==> config.mk <==
export PLATFORM = sky130hd
export DESIGN_NAME = mul_sched
export DESIGN_NICKNAME = d
export VERILOG_FILES = /design/src/rtl/mul_sched_pkg.sv /design/src/rtl/mul_result_fifo.sv /design/src/rtl/mul_sched.sv
export SDC_FILE = /design/constraint.sdc
export NUM_CORES = 1
export LEC_CHECK = 0
export BUFFER_PORTS_ARGS = -buffer_cell sky130_fd_sc_hd__buf_2
export CAP_MARGIN = 20
export CORE_AREA = 3 3 206 208
export CTS_BUF_LIST = sky130_fd_sc_hd__clkbuf_8
export CTS_CLUSTER_DIAMETER = 100
export DETAILED_ROUTE_END_ITERATION = 7
export DIE_AREA = 0 0 209 211
export PLACE_DENSITY = 0.88
export SYNTH_ARGS = -nofsm -noshare
export SYNTH_HDL_FRONTEND = slang
export SYNTH_SLANG_ARGS = --single-unit
export TNS_END_PERCENT = 50
==> constraint.sdc <==
create_clock -name clock -period 4.2 [get_ports clock]
set_clock_uncertainty 0.2 [all_clocks]
set_input_delay 0.42 -clock clock [delete_from_list [all_inputs] [get_ports clock]]
set_output_delay 0.42 -clock clock [all_outputs]
set_load 0.005 [all_outputs]
==> src/rtl/mul_sched_pkg.sv <==
// Shared types and constants for the MUL issue/completion controller.
package mul_sched_pkg;

  localparam int XLEN            = 32;
  localparam int PRF_LEN         = 6;
  localparam int ROB_LEN         = 5;
  // Depth of the external multiplier; must match mult's STAGE.
  localparam int MUL_PIPE_STAGES = 8;
  localparam int DEF_OUT_DEPTH   = 4;

  typedef enum logic [1:0] {
    ALU_MUL    = 2'd0,
    ALU_MULH   = 2'd1,
    ALU_MULHSU = 2'd2,
    ALU_MULHU  = 2'd3
  } mul_func_e;

  typedef struct packed {
    logic [XLEN-1:0]    opa;
    logic [XLEN-1:0]    opb;
    mul_func_e          mul_func;
    logic [PRF_LEN-1:0] dest_preg_idx;
    logic [ROB_LEN-1:0] rob_idx;
    logic [XLEN-1:0]    PC;
  } RS_MUL_PACKET;

  // Per-op bookkeeping that travels alongside the multiplier pipe.
  typedef struct packed {
    logic [PRF_LEN-1:0] prf;
    logic [ROB_LEN-1:0] rob;
    logic [XLEN-1:0]    PC;
    mul_func_e          func;
    logic               neg;
  } MUL_TAG;

  // One completed result waiting for the CDB.
  typedef struct packed {
    logic [XLEN-1:0]    value;
    logic [PRF_LEN-1:0] prf;
    logic [ROB_LEN-1:0] rob;
    logic [XLEN-1:0]    PC;
  } mul_result_t;

  // Returns {opa_is_signed, opb_is_signed} for a multiply function.
  function automatic logic [1:0] operand_signed(mul_func_e f);
    case (f)
      ALU_MUL, ALU_MULH: return 2'b11;
      ALU_MULHSU:        return 2'b10;
      default:           return 2'b00;
    endcase
  endfunction

endpackage

==> src/rtl/mul_result_fifo.sv <==
// Completed-result queue between the multiplier tag pipe and the CDB.
module mul_result_fifo
  import mul_sched_pkg::*;
#(
  parameter int DEPTH = DEF_OUT_DEPTH,
  localparam int PW   = $clog2(DEPTH)
) (
  input  logic        clock,
  input  logic        reset,
  input  logic        flush_i,
  input  logic        push_i,
  input  mul_result_t push_data_i,
  input  logic        pop_i,
  output mul_result_t head_o,
  output logic        valid_o,
  output logic [PW:0] count_o
);

  mul_result_t   mem_q [DEPTH];
  logic [PW-1:0] wr_ptr_q, wr_ptr_d;
  logic [PW-1:0] rd_ptr_q, rd_ptr_d;
  logic [PW:0]   count_q, count_d;
  logic          do_push, do_pop;

  assign do_push = push_i && !flush_i;
  assign do_pop  = pop_i && (count_q != '0) && !flush_i;

  // Next pointer/count values; flush wins over any push or pop.
  always_comb begin
    // NOTE: every always_comb output gets a default first so no path can infer a latch.
    wr_ptr_d = wr_ptr_q;
    rd_ptr_d = rd_ptr_q;
    count_d  = count_q;
    if (flush_i) begin
      wr_ptr_d = '0;
      rd_ptr_d = '0;
      count_d  = '0;
    end else begin
      if (do_push) wr_ptr_d = wr_ptr_q + 1'b1;
      if (do_pop)  rd_ptr_d = rd_ptr_q + 1'b1;
      case ({do_push, do_pop})
        2'b10:   count_d = count_q + 1'b1;
        2'b01:   count_d = count_q - 1'b1;
        default: count_d = count_q;
      endcase
    end
  end

  // Pointer and occupancy registers.
  always_ff @(posedge clock or posedge reset) begin
    // NOTE: state is updated with <= so every register samples pre-edge values.
    if (reset) begin
      wr_ptr_q <= '0;
      rd_ptr_q <= '0;
      count_q  <= '0;
    end else begin
      wr_ptr_q <= wr_ptr_d;
      rd_ptr_q <= rd_ptr_d;
      count_q  <= count_d;
    end
  end

  // Storage array write port.
  always_ff @(posedge clock) begin
    // NOTE: storage is not reset; entries are only read once count marks them valid.
    if (do_push) mem_q[wr_ptr_q] <= push_data_i;
  end

  assign valid_o = (count_q != '0);
  assign head_o  = valid_o ? mem_q[rd_ptr_q] : '0;
  assign count_o = count_q;

  // Credits guarantee a completion never meets a full queue.
  assert property (@(posedge clock) disable iff (reset)
    !(do_push && count_q == (PW+1)'(DEPTH)));

endmodule

==> src/rtl/mul_sched.sv <==
// Issue/completion controller around the pipelined multiplier.
// Optional build macro MUL_SCHED_STATS_EN adds saturating activity counters.
module mul_sched
  import mul_sched_pkg::*;
#(
  parameter int MUL_STAGES = MUL_PIPE_STAGES,
  parameter int OUT_DEPTH  = DEF_OUT_DEPTH
) (
  input  logic               clock,
  input  logic               reset,
  input  logic               squash,
  input  logic               rs_valid,
  input  RS_MUL_PACKET       rs_packet,
  output logic               rs_ready,
  output logic               mult_start,
  output logic [2*XLEN-1:0]  mult_mcand,
  output logic [2*XLEN-1:0]  mult_mplier,
  input  logic [2*XLEN-1:0]  mult_product,
  input  logic               mult_done,
  output logic               cdb_req,
  input  logic               cdb_grant,
  output logic [XLEN-1:0]    cdb_value,
  output logic [PRF_LEN-1:0] cdb_prf_idx,
  output logic [ROB_LEN-1:0] cdb_rob_idx,
  output logic [XLEN-1:0]    cdb_PC,
`ifdef MUL_SCHED_STATS_EN
  output logic [31:0]        stat_issued,
  output logic [31:0]        stat_stall,
  output logic [31:0]        stat_cdb_wait,
`endif
  output logic               seq_err
);

  localparam int CW = $clog2(OUT_DEPTH);
  localparam int MW = $clog2(MUL_STAGES + 1);

  logic                  fire, a_sgn, b_sgn;
  logic [XLEN-1:0]       mag_a, mag_b;
  MUL_TAG                tag_in;
  logic [MUL_STAGES-1:0] slot_vld_q, slot_vld_d;
  MUL_TAG                slot_tag_q [MUL_STAGES];
  logic [MW-1:0]         mask_q, mask_d;
  logic                  seq_err_q, seq_err_d;
  logic [2*XLEN-1:0]     res;
  mul_result_t           done_res, head;
  logic [CW:0]           fifo_count;
  logic                  done_vld;
  MUL_TAG                done_tag;

  // Credit check, sign handling and operand magnitudes for the issuing op.
  always_comb begin
    rs_ready = (32'(fifo_count) + 32'($countones(slot_vld_q))) < 32'(OUT_DEPTH);
    fire     = rs_valid && rs_ready;
    {a_sgn, b_sgn} = operand_signed(rs_packet.mul_func) &
                     {rs_packet.opa[XLEN-1], rs_packet.opb[XLEN-1]};
    mag_a    = a_sgn ? -rs_packet.opa : rs_packet.opa;
    mag_b    = b_sgn ? -rs_packet.opb : rs_packet.opb;
    tag_in   = '{prf: rs_packet.dest_preg_idx, rob: rs_packet.rob_idx,
                 PC: rs_packet.PC, func: rs_packet.mul_func, neg: a_sgn ^ b_sgn};
  end

  assign mult_start  = fire;
  assign mult_mcand  = {{XLEN{1'b0}}, mag_a};
  assign mult_mplier = {{XLEN{1'b0}}, mag_b};

  assign done_vld = slot_vld_q[MUL_STAGES-1];
  assign done_tag = slot_tag_q[MUL_STAGES-1];

  // Sign-correct the product and pick the half the function asks for.
  always_comb begin
    res      = done_tag.neg ? -mult_product : mult_product;
    done_res = '{value: (done_tag.func == ALU_MUL) ? res[XLEN-1:0] : res[2*XLEN-1:XLEN],
                 prf: done_tag.prf, rob: done_tag.rob, PC: done_tag.PC};
  end

  // Next-state for tag valids, post-squash mask and the sticky sequence error.
  always_comb begin
    slot_vld_d = squash ? '0 : {slot_vld_q[MUL_STAGES-2:0], fire};
    if (squash)            mask_d = MW'(MUL_STAGES);
    else if (mask_q != '0) mask_d = mask_q - 1'b1;
    else                   mask_d = mask_q;
    seq_err_d = seq_err_q || ((mask_q == '0) && (mult_done != done_vld));
  end

  // Control registers of the tag pipe.
  always_ff @(posedge clock or posedge reset) begin
    if (reset) begin
      slot_vld_q <= '0;
      mask_q     <= '0;
      seq_err_q  <= 1'b0;
    end else begin
      slot_vld_q <= slot_vld_d;
      mask_q     <= mask_d;
      seq_err_q  <= seq_err_d;
    end
  end

  // Tag payload shifts every cycle in lockstep with the multiplier.
  always_ff @(posedge clock) begin
    slot_tag_q[0] <= tag_in;
    for (int i = 1; i < MUL_STAGES; i++) slot_tag_q[i] <= slot_tag_q[i-1];
  end

  assign seq_err = seq_err_q;

  mul_result_fifo #(.DEPTH(OUT_DEPTH)) u_fifo (
    .clock       (clock),
    .reset       (reset),
    .flush_i     (squash),
    .push_i      (done_vld),
    .push_data_i (done_res),
    .pop_i       (cdb_grant),
    .head_o      (head),
    .valid_o     (cdb_req),
    .count_o     (fifo_count)
  );

  assign cdb_value   = head.value;
  assign cdb_prf_idx = head.prf;
  assign cdb_rob_idx = head.rob;
  assign cdb_PC      = head.PC;

`ifdef MUL_SCHED_STATS_EN
  logic [31:0] stat_issued_q, stat_stall_q, stat_cdb_wait_q;

  // Saturating activity counters; only reset clears them.
  always_ff @(posedge clock or posedge reset) begin
    if (reset) begin
      stat_issued_q   <= '0;
      stat_stall_q    <= '0;
      stat_cdb_wait_q <= '0;
    end else begin
      if (fire && stat_issued_q != '1) stat_issued_q <= stat_issued_q + 1'b1;
      if (rs_valid && !rs_ready && stat_stall_q != '1) stat_stall_q <= stat_stall_q + 1'b1;
      if (cdb_req && !cdb_grant && stat_cdb_wait_q != '1) stat_cdb_wait_q <= stat_cdb_wait_q + 1'b1;
    end
  end

  assign stat_issued   = stat_issued_q;
  assign stat_stall    = stat_stall_q;
  assign stat_cdb_wait = stat_cdb_wait_q;
`endif

endmodule

==> run_summary.xml, run 1 <==
<?xml version="1.0" encoding="UTF-8"?>
<metrics>
  <group name="outcome">
    <metric name="run_status" unit="">complete, no violations</metric>
  </group>
  <group name="layout">
    <metric name="nNetsFinal" unit="">2157</metric>
    <metric name="final_layout_size_suffix_gt1_share" unit="%">28.7</metric>
    <metric name="areaGrowthSynthToFinish" unit="%">19.6</metric>
    <metric name="final_cell_area" unit="um^2">28200</metric>
    <metric name="fill_cells" unit="">2705</metric>
    <metric name="layout.cells.non_filler" unit="">2576</metric>
  </group>
  <group name="die">
    <metric name="dieWidth" unit="um">209</metric>
    <metric name="top_level_ports" unit="">386</metric>
    <metric name="initial_utilization" unit="%">57.8</metric>
    <metric name="fp-row-count" unit="">74</metric>
    <metric name="floorplan.die_area" unit="um^2">44100</metric>
    <metric name="core" unit="um^2">40700</metric>
    <metric name="die_height" unit="um">211</metric>
  </group>
  <group name="cts">
    <metric name="clk_latency" unit="ns">0.65</metric>
    <metric name="cts_made_buffers" unit="">99</metric>
    <metric name="cts_h_tree_depth" unit="">3</metric>
    <metric name="worst_setup_hold_path_clk_slew" unit="ns">0.07</metric>
    <metric name="clock_root_cell" unit="">clkbuf_8</metric>
    <metric name="clock_tree_from_tritoncts" unit="">yes</metric>
    <metric name="clock_tree.buffer_depth" unit="">3</metric>
    <metric name="cts_num_sinks" unit="">688</metric>
  </group>
  <group name="flow_run">
    <metric name="max-cap-violations" unit="">0</metric>
  </group>
  <group name="sta">
    <metric name="layout_worst_path_cycle_share" unit="%">99.4</metric>
    <metric name="min_period" unit="ns">4.17</metric>
    <metric name="slew_viol_final" unit="">0</metric>
    <metric name="rsz0062_at_grt" unit="">yes</metric>
    <metric name="final_setup_viols" unit="">0</metric>
    <metric name="finalHoldViolCount" unit="">0</metric>
    <metric name="maxSlewHeadroom" unit="%">27.4</metric>
    <metric name="max_freq" unit="MHz">240</metric>
    <metric name="tightestPinTransition" unit="ns">1.09</metric>
  </group>
  <group name="synthesis">
    <metric name="yosys_most_used_dff" unit="">dfxtp_1</metric>
    <metric name="flop_and_latch_count_out_of_synthesis" unit="">688</metric>
    <metric name="synth_cells" unit="">1519</metric>
    <metric name="ys_top_cells_by_area" unit="">edfxtp_1, dfxtp_1, mux4_2, xor2_1, and2_1</metric>
    <metric name="yosys_top_cell_area_share" unit="%">38.3</metric>
    <metric name="synth_top_area_cell" unit="">edfxtp_1</metric>
    <metric name="synth_seq_area_share" unit="%">71.7</metric>
    <metric name="ys_types" unit="">58</metric>
    <metric name="yosysWarnings" unit="">0</metric>
    <metric name="synth_most_common_cell" unit="">dfxtp_1</metric>
    <metric name="syn_avg_cell_area" unit="um^2">15.5</metric>
    <metric name="synth_area" unit="um^2">23500</metric>
    <metric name="synth-edff-count" unit="">300</metric>
    <metric name="synth_top_cells_by_count" unit="">dfxtp_1, edfxtp_1, and2_1</metric>
    <metric name="ys_async_sr_fraction" unit="%">2.91</metric>
  </group>
  <group name="route">
    <metric name="drt-total-wl" unit="mm">53.1</metric>
    <metric name="vias_per_cell" unit="">5.33</metric>
    <metric name="via_count" unit="">13700</metric>
    <metric name="initialDrtViolationCount" unit="">963</metric>
    <metric name="detail_route.first_pass.iterations" unit="">5</metric>
    <metric name="postRouteAntennaNets" unit="">0</metric>
    <metric name="drc" unit="">0</metric>
    <metric name="detail_route.wl_per_cell" unit="um">20.6</metric>
  </group>
  <group name="critical_path">
    <metric name="crit_path_frequent_cell" unit="">fa_1</metric>
    <metric name="crit_fanout" unit="">2</metric>
    <metric name="critical_path.startpoint_type" unit="">register</metric>
    <metric name="worst-r2r-setup-slack" unit="ns">0.43</metric>
    <metric name="critical_path.slowest_cell" unit="">fa_1</metric>
    <metric name="cp_cell_sequence" unit="">fa_1 -&gt; inv_1 -&gt; fa_1 -&gt; fa_1 -&gt; inv_1 -&gt; ha_1 -&gt; a21o_1 -&gt; a21oi_2 -&gt; and2_4 -&gt; buf_6</metric>
    <metric name="cp_data_required_time" unit="ns">3.58</metric>
    <metric name="worst_path_largest_cell_delay" unit="ns">0.54</metric>
    <metric name="kind_of_end_point_of_the_critical_path" unit="">output pin</metric>
    <metric name="cp.arrival" unit="ns">3.55</metric>
    <metric name="timing.setup.critical_path_class" unit="">register to output pin</metric>
  </group>
  <group name="power">
    <metric name="power.density_cell_area" unit="nW/um^2">540</metric>
    <metric name="leakage" unit="nW">11.1</metric>
    <metric name="irDropWorstVdd" unit="V">0.000456</metric>
  </group>
  <group name="global_route">
    <metric name="wire_length_of_the_first_global_routing_pass" unit="mm">80.5</metric>
    <metric name="antenna_found_initial" unit="">2</metric>
    <metric name="largest_net_degree_at_the_start_of_global_routing" unit="">78</metric>
    <metric name="track_usage" unit="%">23.7</metric>
    <metric name="overflow" unit="">0</metric>
    <metric name="first_global_vias" unit="">14500</metric>
  </group>
  <group name="placement">
    <metric name="detailed_place.area" unit="um^2">25600</metric>
    <metric name="placement.io_buffers" unit="">321</metric>
    <metric name="hpwl" unit="mm">34.0</metric>
    <metric name="gp_congestion" unit="">0.896</metric>
    <metric name="placed_cells" unit="">2336</metric>
  </group>
  <group name="worst_hold_path">
    <metric name="holdCritPathClass" unit="">register to register</metric>
  </group>
</metrics>
## routing by layer
metal  vias up  part of all wire [%]  global-route usage [%]
met3       110                   6.3                    4.47
met4         0                   3.3                    10.3
met1      6751                    38                    28.3
met5         -                     0                       0
met2       568                    52                    42.4
li1       6294                     -                       -
## kinds of logic (layout without fill, tap and decap cells)
group                    Yosys count  count (layout)  synth area share [%]
AO/OA/AOI/OAI                    142             142                  3.96
XOR/XNOR                         122             122                  4.54
adder cells (fa/ha/maj)           19              19                  1.14
buffers and inverters            151             611                  3.49
flip-flops                       688             688                  71.7
multiplexers                      90              90                  7.82
other                              1              66                0.0159
AND/OR/NAND/NOR                  306             306                  7.33
## flip-flops by register name, indices dropped and copies added, names as in the netlist
register	count
slot_vld_q	8
mask_q	4
u_fifo.wr_ptr_q	2
seq_err	1
u_fifo.rd_ptr_q	2
slot_tag_q	368
u_fifo.count_o	3
u_fifo.mem_q	300
## stage by stage
stage	utilization (%)	worst slack [ns]	power, mW	hold WS [ns]	TNS, ns
4_1_cts	69.1	0.0116	15.3	0.0604	0
3_3_place_gp	62.8	0.749	10.1	0.109	0
5_1_grt	69.1	-0.129	15.9	0.101	-0.214
3_5_place_dp	62.8	0.615	10.1	0.112	0
6_report	69.1	0.0264	15.2	0.103	0
2_1_floorplan	-	0.902	9.02	0.110	0
## report_power, final
part / internal [mW] / total, mW / switching [mW]
clock network: 2.75 / 5.17 / 2.42
registers: 7.26 / 7.41 / 0.150
logic: 1.24 / 2.62 / 1.37
total: 11.2 / 15.2 / 3.95
## placed cells by master (no fill, tap or decap), types with 56 or more instances in the layout
cell type  Yosys  routed
conb_1         1      64
clkbuf_8       0     117
buf_2          0     319
and2_1        84      79
xnor2_1       56      56
mux4_2        75      75
inv_1         30      60
xor2_1        66      66
edfxtp_1     300     300
dfxtp_1      368     368
## path summary, 6_finish.rpt
check                                        from            endpoint  cells after the start
worst max-delay path                slot_vld_q[0]          mult_start                     10
worst min-delay path            slot_tag_q[0][60]  slot_tag_q[0][106]                      0
worst max register to register      slot_vld_q[0]       slot_vld_q[0]                     11
worst min register to register  slot_tag_q[0][60]  slot_tag_q[0][106]                      0
max in group asynchronous                   reset  u_fifo.rd_ptr_q[0]                      3
min in group asynchronous                   reset       slot_vld_q[0]                      3
## layout make-up
class / instances / area [um^2] / share of cell area, %
inverter: 30 / 113 / 0.400
clock inverter: 67 / 394 / 1.40
multi-input combinational: 743 / 6090 / 21.6
sequential: 688 / 16900 / 60.0
timing repair buffer: 397 / 2400 / 8.51
antenna: 2 / 5.00 / 0.0178
clock buffer: 117 / 1610 / 5.72
tap: 532 / 666 / 2.36
## worst max-delay path: cells and delay by family, from the launching register on
kind	cells	cell delay (ns)
AND/OR/NAND/NOR	1	0.18
buffers and inverters	3	0.19
AO/OA/AOI/OAI	2	0.37
adder cells (fa/ha/maj)	4	1.76
flip-flops	1	0.41
## repair_timing
action | 4_1_cts | 5_1_grt
hold buffers | 53 | 0
gates resized for setup | 1 | 4
pin swaps | 0 | 1
buffers inserted | 0 | 1
endpoints found under the hold margin | 84 | 0
setup endpoints to repair | 1 | 1
cloned | 0 | 0
(Power assumes the default switching activity.)
==> run 2, diff against run 1 <==
--- a/config.mk
+++ b/config.mk
@@ -13,6 +13,7 @@
 export DETAILED_ROUTE_END_ITERATION = 7
 export DIE_AREA = 0 0 209 211
 export PLACE_DENSITY = 0.88
+export SETUP_SLACK_MARGIN = 0.3
 export SYNTH_ARGS = -nofsm -noshare
 export SYNTH_HDL_FRONTEND = slang
 export SYNTH_SLANG_ARGS = --single-unit
==> run 2 against run 1 <==
Net effect: routed wire length down 0.57%; sequential share of layout area is essentially flat; die area is the same; global-route usage did not move; maximum frequency increased by 1.4%; via count is essentially flat; first-iteration DRC count is 6.6% lower; count of clock-buffer cells in the layout did not move; total power is 0.16% lower; setup slack better by 0.058 ns; core utilization about the same; sequential power about the same.
==> run_summary.xml, run 2 (same netlist as run 1, synthesis figures left out) <==
<?xml version="1.0" encoding="UTF-8"?>
<metrics>
  <group name="critical_path">
    <metric name="worst_path_largest_cell_delay" unit="ns">0.54</metric>
    <metric name="cells_on_worst_reg2reg_path" unit="">11</metric>
    <metric name="critical_path.startpoint_type" unit="">register</metric>
    <metric name="cp.arrival" unit="ns">3.50</metric>
    <metric name="timing.critical_path.depth" unit="">10</metric>
    <metric name="timing.setup.critical_path_class" unit="">register to output pin</metric>
    <metric name="cp_cell_sequence" unit="">fa_1 -&gt; inv_1 -&gt; fa_1 -&gt; fa_1 -&gt; inv_1 -&gt; ha_1 -&gt; a21o_1 -&gt; a21oi_2 -&gt; and2_4 -&gt; buf_6</metric>
    <metric name="critical_path.slowest_cell" unit="">fa_1</metric>
    <metric name="reg2reg_to" unit="">slot_vld_q[0]</metric>
    <metric name="cp_data_required_time" unit="ns">3.58</metric>
    <metric name="critical_path.top_delay_family" unit="">adder cells</metric>
    <metric name="crit_path_frequent_cell" unit="">fa_1</metric>
    <metric name="crit_fanout" unit="">2</metric>
    <metric name="timing.rr.start" unit="">slot_vld_q[0]</metric>
    <metric name="worstPathBufferInverterCount" unit="">3</metric>
    <metric name="cp-endpoint" unit="">mult_start</metric>
    <metric name="kind_of_end_point_of_the_critical_path" unit="">output pin</metric>
    <metric name="worst-r2r-setup-slack" unit="ns">0.49</metric>
    <metric name="cp-startpoint" unit="">slot_vld_q[0]</metric>
  </group>
  <group name="sta">
    <metric name="finalHoldViolCount" unit="">0</metric>
    <metric name="min_period" unit="ns">4.12</metric>
    <metric name="tightestPinTransition" unit="ns">1.10</metric>
    <metric name="slew_viol_final" unit="">0</metric>
    <metric name="final.hold.worst_slack" unit="ns">0.104</metric>
    <metric name="timing.final.ws_setup" unit="ns">0.0848</metric>
    <metric name="max_freq" unit="MHz">243</metric>
    <metric name="rsz0062_at_grt" unit="">yes</metric>
    <metric name="layout_worst_path_cycle_share" unit="%">98.0</metric>
    <metric name="final_setup_viols" unit="">0</metric>
    <metric name="maxSlewHeadroom" unit="%">26.9</metric>
  </group>
  <group name="placement">
    <metric name="hpwl" unit="mm">34.0</metric>
    <metric name="placement.io_buffers" unit="">321</metric>
    <metric name="detailedPlace.worstSlack" unit="ns">0.615</metric>
    <metric name="gp_congestion" unit="">0.896</metric>
    <metric name="placed_cells" unit="">2336</metric>
  </group>
  <group name="die">
    <metric name="initial_utilization" unit="%">57.8</metric>
    <metric name="core" unit="um^2">40700</metric>
    <metric name="fp-row-count" unit="">74</metric>
    <metric name="floorplan.die_area" unit="um^2">44100</metric>
    <metric name="top_level_ports" unit="">386</metric>
    <metric name="die_height" unit="um">211</metric>
    <metric name="dieWidth" unit="um">209</metric>
  </group>
  <group name="cts">
    <metric name="cts_h_tree_depth" unit="">3</metric>
    <metric name="cts_made_buffers" unit="">99</metric>
    <metric name="clock_root_cell" unit="">clkbuf_8</metric>
    <metric name="clock_tree_from_tritoncts" unit="">yes</metric>
    <metric name="worst_setup_hold_path_clk_slew" unit="ns">0.07</metric>
    <metric name="cts_num_sinks" unit="">688</metric>
    <metric name="clock_tree.buffer_depth" unit="">3</metric>
    <metric name="clk_latency" unit="ns">0.64</metric>
  </group>
  <group name="power">
    <metric name="share_comb_of_total_power" unit="%">17.1</metric>
    <metric name="clockPowerShare" unit="%">34.1</metric>
    <metric name="p_seq_share" unit="%">48.8</metric>
    <metric name="power_switching_share" unit="%">25.9</metric>
    <metric name="totalPowerFinal" unit="mW">15.2</metric>
    <metric name="internal-power" unit="mW">11.2</metric>
    <metric name="irDropWorstVdd" unit="V">0.000458</metric>
    <metric name="power.density_cell_area" unit="nW/um^2">539</metric>
    <metric name="leakage" unit="nW">11.1</metric>
    <metric name="total_switching_power" unit="mW">3.94</metric>
  </group>
  <group name="route">
    <metric name="vias_per_cell" unit="">5.32</metric>
    <metric name="initialDrtViolationCount" unit="">899</metric>
    <metric name="drt-total-wl" unit="mm">52.8</metric>
    <metric name="postRouteAntennaNets" unit="">0</metric>
    <metric name="drc" unit="">0</metric>
    <metric name="via_count" unit="">13700</metric>
    <metric name="detail_route.wl_per_cell" unit="um">20.5</metric>
    <metric name="detail_route.first_pass.iterations" unit="">6</metric>
  </group>
  <group name="global_route">
    <metric name="track_usage" unit="%">23.7</metric>
    <metric name="wire_length_of_the_first_global_routing_pass" unit="mm">80.5</metric>
    <metric name="first_global_vias" unit="">14500</metric>
    <metric name="antenna_found_initial" unit="">2</metric>
    <metric name="largest_net_degree_at_the_start_of_global_routing" unit="">78</metric>
    <metric name="overflow" unit="">0</metric>
  </group>
  <group name="layout">
    <metric name="final_layout_size_suffix_gt1_share" unit="%">28.7</metric>
    <metric name="final_core_util" unit="%">69.1</metric>
    <metric name="final_common_cell" unit="">dfxtp_1</metric>
    <metric name="layout.cells.non_filler" unit="">2575</metric>
    <metric name="biggestRegsByFlops" unit="">slot_tag_q: 368 flops, u_fifo.mem_q: 300 flops, slot_vld_q: 8 flops</metric>
    <metric name="nNetsFinal" unit="">2156</metric>
    <metric name="largest_reg_flops" unit="">368</metric>
    <metric name="final_cell_mix" unit="">dfxtp_1, buf_2, edfxtp_1, clkbuf_8, and2_1</metric>
    <metric name="areaGrowthSynthToFinish" unit="%">19.6</metric>
    <metric name="registers.top_by_ff_count" unit="">slot_tag_q</metric>
  </group>
  <group name="worst_hold_path">
    <metric name="holdCritPathClass" unit="">register to register</metric>
  </group>
  <group name="flow_run">
    <metric name="max-cap-violations" unit="">0</metric>
  </group>
  <group name="outcome">
    <metric name="run_status" unit="">complete, no violations</metric>
  </group>
</metrics>
run 2: area by class of cell:
type,count,area [um^2]
Clock buffer,117,1610
Timing Repair Buffer,396,2380
Multi-Input combinational cell,743,6090
Tap cell,532,666
Fill cell,2701,12600
Inverter,30,113
Antenna cell,2,5.00
Sequential cell,688,16900
Clock inverter,67,394
run 2: worst register-to-register path, stage by stage, from the launching register on:
cell           delay (ns)
dfrtp_1              0.40
fa_1                 0.54
inv_1                0.05
fa_1                 0.45
fa_1                 0.50
inv_1                0.05
ha_1                 0.27
a21o_1               0.19
a21oi_2              0.15
and2_4               0.16
nor2b_1              0.13
dlygate4sd3_1        0.56
run 2: how the worst min path moves through the flow:
| stage | start | to | slack (ns) | cells after the start |
|---|---|---|---|---|
| 2_1_floorplan | slot_tag_q[0][54] | slot_tag_q[0][100] | 0.11 | 0 |
| 3_3_place_gp | slot_tag_q[1][66] | slot_tag_q[1][112] | 0.11 | 0 |
| 3_5_place_dp | slot_tag_q[0][58] | slot_tag_q[0][104] | 0.11 | 0 |
| 4_1_cts | mult_product[14] | u_fifo.mem_q[2][57] | 0.06 | 4 |
| 5_1_grt | mult_product[57] | u_fifo.mem_q[2][68] | 0.10 | 3 |
| 6_report | slot_tag_q[0][60] | slot_tag_q[0][106] | 0.10 | 0 |
run 2: metal layers:
layer / GRT usage, % / up-vias / part of all wire (%)
met4: 10.3 / 0 / 3.4
met1: 28.3 / 6749 / 38
met2: 42.4 / 553 / 52
li1: - / 6295 / -
met3: 4.47 / 114 / 6.1
met5: 0 / - / 0
run 2: stage by stage:
stage                     cell area, um^2  TNS (ns)
final                               28100         0
after global routing                28100   -0.0838
after CTS                           28100         0
after detailed placement            25600         0
after global placement              25600         0
after floorplan                     23800         0
run 2: timing repair:
action,CTS,global route
setup buffers,0,0
endpoints found under the setup margin,2,2
endpoints found under the hold margin,84,0
pin swaps,2,0
hold buffers,53,0
gates resized for setup,1,2
run 2: power groups by stage:
stage	Sequential, mW	Combinational, mW	Clock [mW]
floorplan	7.45	1.57	0
global placement	7.53	2.52	0
detailed placement	7.55	2.58	0
CTS	7.41	2.63	5.30
global route	7.43	2.83	5.60
finish	7.41	2.59	5.17
